## src/rtl/perf_mon_pkg.sv

```systemverilog
// perf_mon_pkg: shared definitions for the pipeline run monitor.
//   state_e          - monitor run state, encoded as it appears on state_o
//   EV_*             - bit positions of the hazard channels inside event_i
//   trace_entry_w()  - width of one trace entry {pc, inst} for a given XLEN
package perf_mon_pkg;

  typedef enum logic [1:0] {
    ST_IDLE    = 2'd0,
    ST_RUN     = 2'd1,
    ST_HALTED  = 2'd2,
    ST_TIMEOUT = 2'd3
  } state_e;

  localparam int EV_FLUSH_BRANCH = 0;
  localparam int EV_STALL_LD_USE = 1;
  localparam int EV_STALL_DIV    = 2;

  // One trace entry holds the PC in the upper half and the instruction in the lower half.
  function automatic int trace_entry_w(input int xlen);
    return 2 * xlen;
  endfunction

endpackage

```

## src/rtl/perf_trace_buf.sv

```systemverilog
// perf_trace_buf: FIFO / ring buffer with a registered read port.
//   clk, rst      clock, asynchronous active-low reset
//   clr_i         synchronous clear (empties the buffer, clears overflow and read outputs)
//   push_i        write push_data_i this cycle
//   pop_i         read the oldest entry; data appears on rd_* the next cycle
//   rd_valid_o    rd_data_o holds a popped entry this cycle
//   count_o       number of entries held (0..DEPTH)
//   ovf_o         sticky: an entry was dropped (WRAP=0) or the oldest overwritten (WRAP=1)
module perf_trace_buf #(
  parameter int  DEPTH = 16,
  parameter int  WIDTH = 64,
  parameter bit  WRAP  = 1'b0,
  localparam int PTR_W = $clog2(DEPTH),
  localparam int CNT_W = PTR_W + 1
) (
  input  logic             clk,
  input  logic             rst,
  input  logic             clr_i,
  input  logic             push_i,
  input  logic [WIDTH-1:0] push_data_i,
  input  logic             pop_i,
  output logic             rd_valid_o,
  output logic [WIDTH-1:0] rd_data_o,
  output logic [CNT_W-1:0] count_o,
  output logic             ovf_o
);

  logic [WIDTH-1:0] mem_q [DEPTH];
  logic [PTR_W-1:0] wr_ptr_q, wr_ptr_d;
  logic [PTR_W-1:0] rd_ptr_q, rd_ptr_d;
  logic [CNT_W-1:0] count_q, count_d;
  logic             ovf_q, ovf_d;
  logic             rd_valid_q, rd_valid_d;
  logic [WIDTH-1:0] rd_data_q, rd_data_d;

  logic full_s, empty_s, pop_s, accept_s, lose_s, overwrite_s, write_s;

  assign full_s  = (count_q == CNT_W'(DEPTH));
  assign empty_s = (count_q == {CNT_W{1'b0}});
  assign pop_s   = pop_i & ~empty_s;
  // A pop in the same cycle frees a slot, so a push into a full buffer is then lossless.
  assign accept_s    = push_i & (~full_s | pop_s);
  assign lose_s      = push_i & full_s & ~pop_s;
  // In ring mode the lost push overwrites the oldest slot (wr_ptr == rd_ptr when full).
  assign overwrite_s = lose_s & WRAP;
  assign write_s     = accept_s | overwrite_s;

  // Next-state for pointers, occupancy, overflow flag and the registered read port.
  always_comb begin
    wr_ptr_d   = wr_ptr_q;
    rd_ptr_d   = rd_ptr_q;
    count_d    = count_q;
    ovf_d      = ovf_q | lose_s;
    rd_valid_d = pop_s;
    rd_data_d  = rd_data_q;
    if (write_s) begin
      wr_ptr_d = wr_ptr_q + PTR_W'(1);
    end else begin
      wr_ptr_d = wr_ptr_q;
    end
    if (pop_s || overwrite_s) begin
      rd_ptr_d = rd_ptr_q + PTR_W'(1);
    end else begin
      rd_ptr_d = rd_ptr_q;
    end
    if (accept_s && !pop_s) begin
      count_d = count_q + CNT_W'(1);
    end else if (pop_s && !accept_s) begin
      count_d = count_q - CNT_W'(1);
    end else begin
      count_d = count_q;
    end
    // Read uses the storage contents from before this cycle's write.
    if (pop_s) begin
      rd_data_d = mem_q[rd_ptr_q];
    end else begin
      rd_data_d = rd_data_q;
    end
  end

  // Control and read-port registers.
  always_ff @(posedge clk or negedge rst) begin
    if (!rst) begin
      wr_ptr_q   <= {PTR_W{1'b0}};
      rd_ptr_q   <= {PTR_W{1'b0}};
      count_q    <= {CNT_W{1'b0}};
      ovf_q      <= 1'b0;
      rd_valid_q <= 1'b0;
      rd_data_q  <= {WIDTH{1'b0}};
    end else if (clr_i) begin
      wr_ptr_q   <= {PTR_W{1'b0}};
      rd_ptr_q   <= {PTR_W{1'b0}};
      count_q    <= {CNT_W{1'b0}};
      ovf_q      <= 1'b0;
      rd_valid_q <= 1'b0;
      rd_data_q  <= {WIDTH{1'b0}};
    end else begin
      wr_ptr_q   <= wr_ptr_d;
      rd_ptr_q   <= rd_ptr_d;
      count_q    <= count_d;
      ovf_q      <= ovf_d;
      rd_valid_q <= rd_valid_d;
      rd_data_q  <= rd_data_d;
    end
  end

  // Entry storage; contents need no reset since occupancy gates every read.
  always_ff @(posedge clk) begin
    if (write_s && !clr_i) begin
      mem_q[wr_ptr_q] <= push_data_i;
    end
  end

  assign rd_valid_o = rd_valid_q;
  assign rd_data_o  = rd_data_q;
  assign count_o    = count_q;
  assign ovf_o      = ovf_q;

endmodule

```

## src/rtl/pipeline_perf_monitor.sv

```systemverilog
// pipeline_perf_monitor: run monitor for the pipelined processor.
//   start_i/clear_i/halt_i    run control (clear_i is a synchronous clear with top priority)
//   retire_i, wb_pc_i/inst_i  WB retire qualifier and traced PC/instruction
//   event_i                   one-hot-or-zero hazard flags (EV_* positions)
//   cycle_cnt_o, retired_cnt_o, event_cnt_o   saturating run counters
//   state_o                   IDLE / RUN / HALTED / TIMEOUT
//   trace_rd_*                pop interface of the WB trace buffer (1-cycle read latency)
//   trace_count_o, trace_ovf_o  trace occupancy and sticky overflow
module pipeline_perf_monitor
  import perf_mon_pkg::*;
#(
  parameter int  XLEN        = 32,
  parameter int  NUM_EVENTS  = 3,
  parameter int  CNT_W       = 32,
  parameter int  TRACE_DEPTH = 16,
  parameter bit  TRACE_WRAP  = 1'b0,
  parameter int  MAX_CYCLES  = 5000,
  localparam int TC_W        = $clog2(TRACE_DEPTH) + 1
) (
  input  logic                        clk,
  input  logic                        rst,
  input  logic                        start_i,
  input  logic                        clear_i,
  input  logic                        halt_i,
  input  logic                        retire_i,
  input  logic [XLEN-1:0]             wb_pc_i,
  input  logic [XLEN-1:0]             wb_inst_i,
  input  logic [NUM_EVENTS-1:0]       event_i,
  output logic [CNT_W-1:0]            cycle_cnt_o,
  output logic [CNT_W-1:0]            retired_cnt_o,
  output logic [NUM_EVENTS*CNT_W-1:0] event_cnt_o,
  output logic [1:0]                  state_o,
  input  logic                        trace_rd_en_i,
  output logic                        trace_rd_valid_o,
  output logic [XLEN-1:0]             trace_rd_pc_o,
  output logic [XLEN-1:0]             trace_rd_inst_o,
  output logic [TC_W-1:0]             trace_count_o,
  output logic                        trace_ovf_o
);

  localparam int TRACE_W = trace_entry_w(XLEN);
  // A limit the counter can never reach (it saturates first) leaves the watchdog off.
  localparam bit WD_EN = (MAX_CYCLES != 0) && (longint'(MAX_CYCLES) <= (longint'(1) << CNT_W));
  localparam logic [CNT_W:0] WD_LIMIT = (CNT_W + 1)'(MAX_CYCLES);

  state_e           state_q;
  logic [CNT_W-1:0] cycle_q, cycle_d;
  logic [CNT_W-1:0] retired_q, retired_d;
  logic             run_s, timeout_s;
  logic [TRACE_W-1:0] rd_entry_s;

  assign run_s     = (state_q == ST_RUN);
  // Compare in CNT_W+1 bits so cycle_cnt+1 cannot wrap to a false match.
  assign timeout_s = WD_EN && (({1'b0, cycle_q} + {{CNT_W{1'b0}}, 1'b1}) == WD_LIMIT);

  // Run-state FSM; halt takes precedence over the watchdog in the same cycle.
  always_ff @(posedge clk or negedge rst) begin
    if (!rst) begin
      state_q <= ST_IDLE;
    end else if (clear_i) begin
      state_q <= ST_IDLE;
    end else begin
      case (state_q)
        ST_IDLE:    if (start_i) state_q <= ST_RUN;
        ST_RUN: begin
          if (halt_i) begin
            state_q <= ST_HALTED;
          end else if (timeout_s) begin
            state_q <= ST_TIMEOUT;
          end else begin
            state_q <= ST_RUN;
          end
        end
        ST_HALTED:  state_q <= ST_HALTED;
        ST_TIMEOUT: state_q <= ST_TIMEOUT;
        default:    state_q <= ST_IDLE;
      endcase
    end
  end

  // Saturating next values for the cycle and retire counters.
  always_comb begin
    cycle_d   = cycle_q;
    retired_d = retired_q;
    if (run_s && !(&cycle_q)) begin
      cycle_d = cycle_q + CNT_W'(1);
    end else begin
      cycle_d = cycle_q;
    end
    if (run_s && retire_i && !(&retired_q)) begin
      retired_d = retired_q + CNT_W'(1);
    end else begin
      retired_d = retired_q;
    end
  end

  // Cycle and retire counter registers.
  always_ff @(posedge clk or negedge rst) begin
    if (!rst) begin
      cycle_q   <= {CNT_W{1'b0}};
      retired_q <= {CNT_W{1'b0}};
    end else if (clear_i) begin
      cycle_q   <= {CNT_W{1'b0}};
      retired_q <= {CNT_W{1'b0}};
    end else begin
      cycle_q   <= cycle_d;
      retired_q <= retired_d;
    end
  end

  for (genvar k = 0; k < NUM_EVENTS; k++) begin : g_ev
    logic [CNT_W-1:0] ev_q, ev_d;

    // Saturating next value for hazard channel k.
    always_comb begin
      if (run_s && event_i[k] && !(&ev_q)) begin
        ev_d = ev_q + CNT_W'(1);
      end else begin
        ev_d = ev_q;
      end
    end

    // Hazard channel k counter register.
    always_ff @(posedge clk or negedge rst) begin
      if (!rst) begin
        ev_q <= {CNT_W{1'b0}};
      end else if (clear_i) begin
        ev_q <= {CNT_W{1'b0}};
      end else begin
        ev_q <= ev_d;
      end
    end

    assign event_cnt_o[k*CNT_W +: CNT_W] = ev_q;
  end

  perf_trace_buf #(
    .DEPTH (TRACE_DEPTH),
    .WIDTH (TRACE_W),
    .WRAP  (TRACE_WRAP)
  ) u_trace (
    .clk         (clk),
    .rst         (rst),
    .clr_i       (clear_i),
    .push_i      (run_s & retire_i),
    .push_data_i ({wb_pc_i, wb_inst_i}),
    .pop_i       (trace_rd_en_i),
    .rd_valid_o  (trace_rd_valid_o),
    .rd_data_o   (rd_entry_s),
    .count_o     (trace_count_o),
    .ovf_o       (trace_ovf_o)
  );

  assign trace_rd_pc_o   = rd_entry_s[TRACE_W-1:XLEN];
  assign trace_rd_inst_o = rd_entry_s[XLEN-1:0];
  assign cycle_cnt_o     = cycle_q;
  assign retired_cnt_o   = retired_q;
  assign state_o         = state_q;

endmodule
```

## config.mk

```make
export PLATFORM = sky130hd
export DESIGN_NAME = pipeline_perf_monitor
export DESIGN_NICKNAME = d
export VERILOG_FILES = /design/src/rtl/perf_mon_pkg.sv /design/src/rtl/perf_trace_buf.sv /design/src/rtl/pipeline_perf_monitor.sv
export SDC_FILE = /design/constraint.sdc
export NUM_CORES = 2
export LEC_CHECK = 0
export ABC_AREA = 0
export BUFFER_PORTS_ARGS = -buffer_cell sky130_fd_sc_hd__buf_4
export CAP_MARGIN = 15
export CORE_MARGIN = 2
export CORE_UTILIZATION = 50
export DETAILED_ROUTE_END_ITERATION = 7
export GPL_TIMING_DRIVEN = 0
export PLACE_DENSITY_LB_ADDON = 0.2
export REMOVE_ABC_BUFFERS = 1
export SLEW_MARGIN = 25
export SYNTH_ARGS = -nofsm -noshare
export SYNTH_HDL_FRONTEND = slang
export SYNTH_SLANG_ARGS = --single-unit
```

## constraint.sdc

```tcl
create_clock -name clk -period 9.3 [get_ports clk]
set_input_delay 1.86 -clock clk [delete_from_list [all_inputs] [get_ports clk]]
set_output_delay 1.86 -clock clk [all_outputs]
set_load 0.01 [all_outputs]
```

==> reports/results.ini <==
[clock_tree]
cts_root_buf = clkbuf_16
cts.sinks = 1265
post_cts_buffers = 0
htree_levels = 4
clkLatencyLatePin_ns = 0.73
numCtsBuffers = 134
cts_resized = 0
postCtsHoldBufs = 0
cts_tree = done
path_clk_slew_ns = 0.06
cts_buffer_depth = 3

[place]
dp_slack_ns = 3.765
gp_congestion = 0.8484
place_hpwl_mm = 74.11
port_buffers = 306

[cells_and_area]
final_common_cell = edfxtp_1
fillers = 7300
drive_gt1_frac = 0.2923
areaGrowthSynthToFinish_pct = 18.82
finalNetCount = 3304
final_cell_mix = edfxtp_1 (1024), mux4_2 (321), buf_4 (314)

[job]
maxCapViolCount = 0

[route]
vias = 27920
drt_wl_total_mm = 120.1
avgViaCountPerCell = 5.970
drc_errors = 0
drt-pass1-iter-count = 5
ant_nets = 0
wl_per_cell_microns = 25.69
drt_iter0_drc = 2680

[power_and_ir_drop]
switchingPower_uw = 3228
power_frac_clock = 0.379
power_density_mw_per_mm2 = 223.9
seqPwrFrac = 0.468
p_int_uw = 10290
power_frac_comb = 0.153
switching_share = 0.2388
ir_drop_mv = 0.1574
leakage_uw = 0.02043

[synthesis]
muxShareOfSynthArea = 0.1447
synth-edff-count = 1024
yosys.area_share.adder = 0.003595
synthSimpleGateAreaFrac = 0.06896
ys_seq_elements = 1265
synth_cell_type_count = 66
syn_area_per_cell_sq_um = 18.08
mappedNetlistArea_sq_mm = 0.05082
seq_area_frac_synth = 0.7238
synth_xor_area_frac = 0.02240
synthFlopType = edfxtp_1
async_reset_ff_frac = 0.1905
syn_inst = 2811
synth_compound_area_frac = 0.02317
yosysWarnings = 0
synth_top_family_by_area = multiplexers

[global_route]
grt_overflow = 0
grtUsageTotal = 0.2333
antenna_found_initial = 9
busiest_layer = met2
grtUsageMet1 = 0.3288
grt_max_degree = 84
grt_use_met2 = 0.3782
grt_pass1_vias = 28130
met3_usage = 0.04571
grt_pass1_wl_mm = 179.5

[timing]
slew_headroom = 0.3634
tightest_slew_ns = 0.9525
setup_tns_ns = 0
maxSlewViolCount = 0
fmax_mhz = 191.9
hold_violations = 0
finalSetupViolCount = 0
period_needed_ns = 5.210
fin_ws_ns = 4.090
finalClockSkew_ns = 0.02771
finalCritPeriodShare = 0.5602
rsz0062_at_grt = false

[floorplanning]
die_w_microns = 322.8
core_sq_mm = 0.1004
rows = 116
dieHeight_microns = 322.8
ioPinCount = 307
dieArea_sq_mm = 0.1042
initial_core_util = 0.5060

[worst_hold_path]
holdPathStages = 2
hp-class = reg2reg

[setup_path]
arrival_ns = 5.64
critPathMaxFanout = 9
cp.required_ns = 9.73
critical_path_class = reg2reg
start_kind = flip-flop
end_kind = flip-flop
r2r_cells = 10

[run_status]
outcome = finished, final reports clean

synth_stat cells, types with 2 or more instances:
library cell	instances	area [sq um]
o2111ai_1	7	61.31
a211oi_1	5	37.54
a21oi_1	111	555.5
ha_1	13	162.7
and3b_1	3	26.28
o21ai_0	33	165.2
nand2_1	198	743.2
nor2_1	161	604.3
dfrtp_1	241	6031
nor4_1	33	206.5
mux2i_1	7	70.07
xor2_1	48	420.4
or4_1	12	90.09
inv_1	26	97.59
nor3_1	48	240.2
clkbuf_1	105	394.1
o31a_1	2	17.52
o31ai_1	9	67.56
or2_2	7	43.79
xnor2_1	82	718.2
nor2b_1	8	50.05
nand3_1	42	210.2
and4_1	24	210.2
buf_1	30	112.6
buf_4	2	15.01
o211ai_1	6	45.04
o21a_1	2	15.01
nand2b_1	3	18.77
buf_2	12	60.06
nand4_1	57	356.6
and4b_1	2	20.02
edfxtp_1	1024	30750
and2_1	25	156.4
nor3b_1	7	52.55
and3_1	19	118.9
o311ai_0	2	17.52
mux2_2	4	45.04
nor4b_1	9	78.83
mux4_2	321	7229
or3_1	28	175.2
a2111o_1	2	22.52
a2111oi_0	3	26.28
o21ba_2	2	20.02
a21o_1	4	30.03
final cells by class:
cell class,instances,area (sq um),share of cell area
timing repair buffer,418,4105,0.06799
clock inverter,58,540.5,0.008952
clock buffer,180,3670,0.06077
inverter,26,97.59,0.001616
multi-input combinational,1371,13470,0.2231
sequential,1265,36800,0.6094
antenna,2,5.005,0.00008288
tap,1357,1698,0.02812
power by group through the flow:
stage                     Combinational, uW  Clock, uW  Sequential [uW]
after detailed placement               2110          0             6450
after global routing                   2230       5450             6350
final                                  2070       5120             6330
after floorplan                        1550          0             6680
after global placement                 2350          0             6760
after CTS                              2110       5230             6340
worst max-delay path, stage by stage, from the launching register on:
cell and delay, ns:
dfrtp_1 0.56, nor2b_1 0.80, nand2_1 0.49, nor2_1 0.72
nand2_1 0.32, nor4b_2 0.81, buf_4 0.29, buf_2 0.23
buf_2 0.23, buf_2 0.24, buf_2 0.22
through the flow:
step | power [uW] | cells | utilization | hold slack, ns | instance area, sq um
floorplan | 8222 | 2662 | - | 0.5285 | 50240
global placement | 9111 | 4325 | 0.5400 | 0.4853 | 54230
detailed placement | 8560 | 4437 | 0.5592 | 0.5032 | 56170
CTS | 13680 | 4675 | 0.6011 | 0.5200 | 60380
global route | 14020 | 4677 | 0.6012 | 0.5384 | 60380
finish | 13520 | 4677 | 0.6012 | 0.5076 | 60380
layer usage:
metal,wire (microns),vias up
met3,9461,164
met4,2099,14
met2,59330,1125
met1,49180,14610
li1,-,12010
met5,72,-
cells by family (layout without fill, tap and decap cells):
family	Yosys count	count (layout)
adders and majority gates	14	14
muxes	333	333
AOI/OAI and AO/OA	198	198
buffers and inverters	175	682
xor gates and xnor gates	130	130
and+or+nand+nor	696	696
DFF	1265	1265
other	0	2
registers in the layout, summed over array words and instances, names as in the netlist:
name                cells
u_trace.ovf_o           1
u_trace.rd_data_o      64
u_trace.wr_ptr_q        4
cycle_cnt_o            32
u_trace.rd_ptr_q        4
u_trace.count_o         5
u_trace.mem_q        1024
state_o                 2
retired_cnt_o          32
g_ev.ev_q              96
u_trace.rd_valid_o      1
final timing paths:
check | from | to | slack [ns]
worst max-delay path | state_o[0] | u_trace.mem_q[11][25] | 4.09
worst min-delay path | u_trace.ovf_o | u_trace.ovf_o | 0.51
worst max register to register | state_o[0] | u_trace.mem_q[11][25] | 4.09
worst min register to register | u_trace.ovf_o | u_trace.ovf_o | 0.51
max in group asynchronous | rst | u_trace.rd_data_o[33] | 6.81
min in group asynchronous | rst | g_ev[0].ev_q[25] | 1.05
Power figures use the tool's default switching activity.
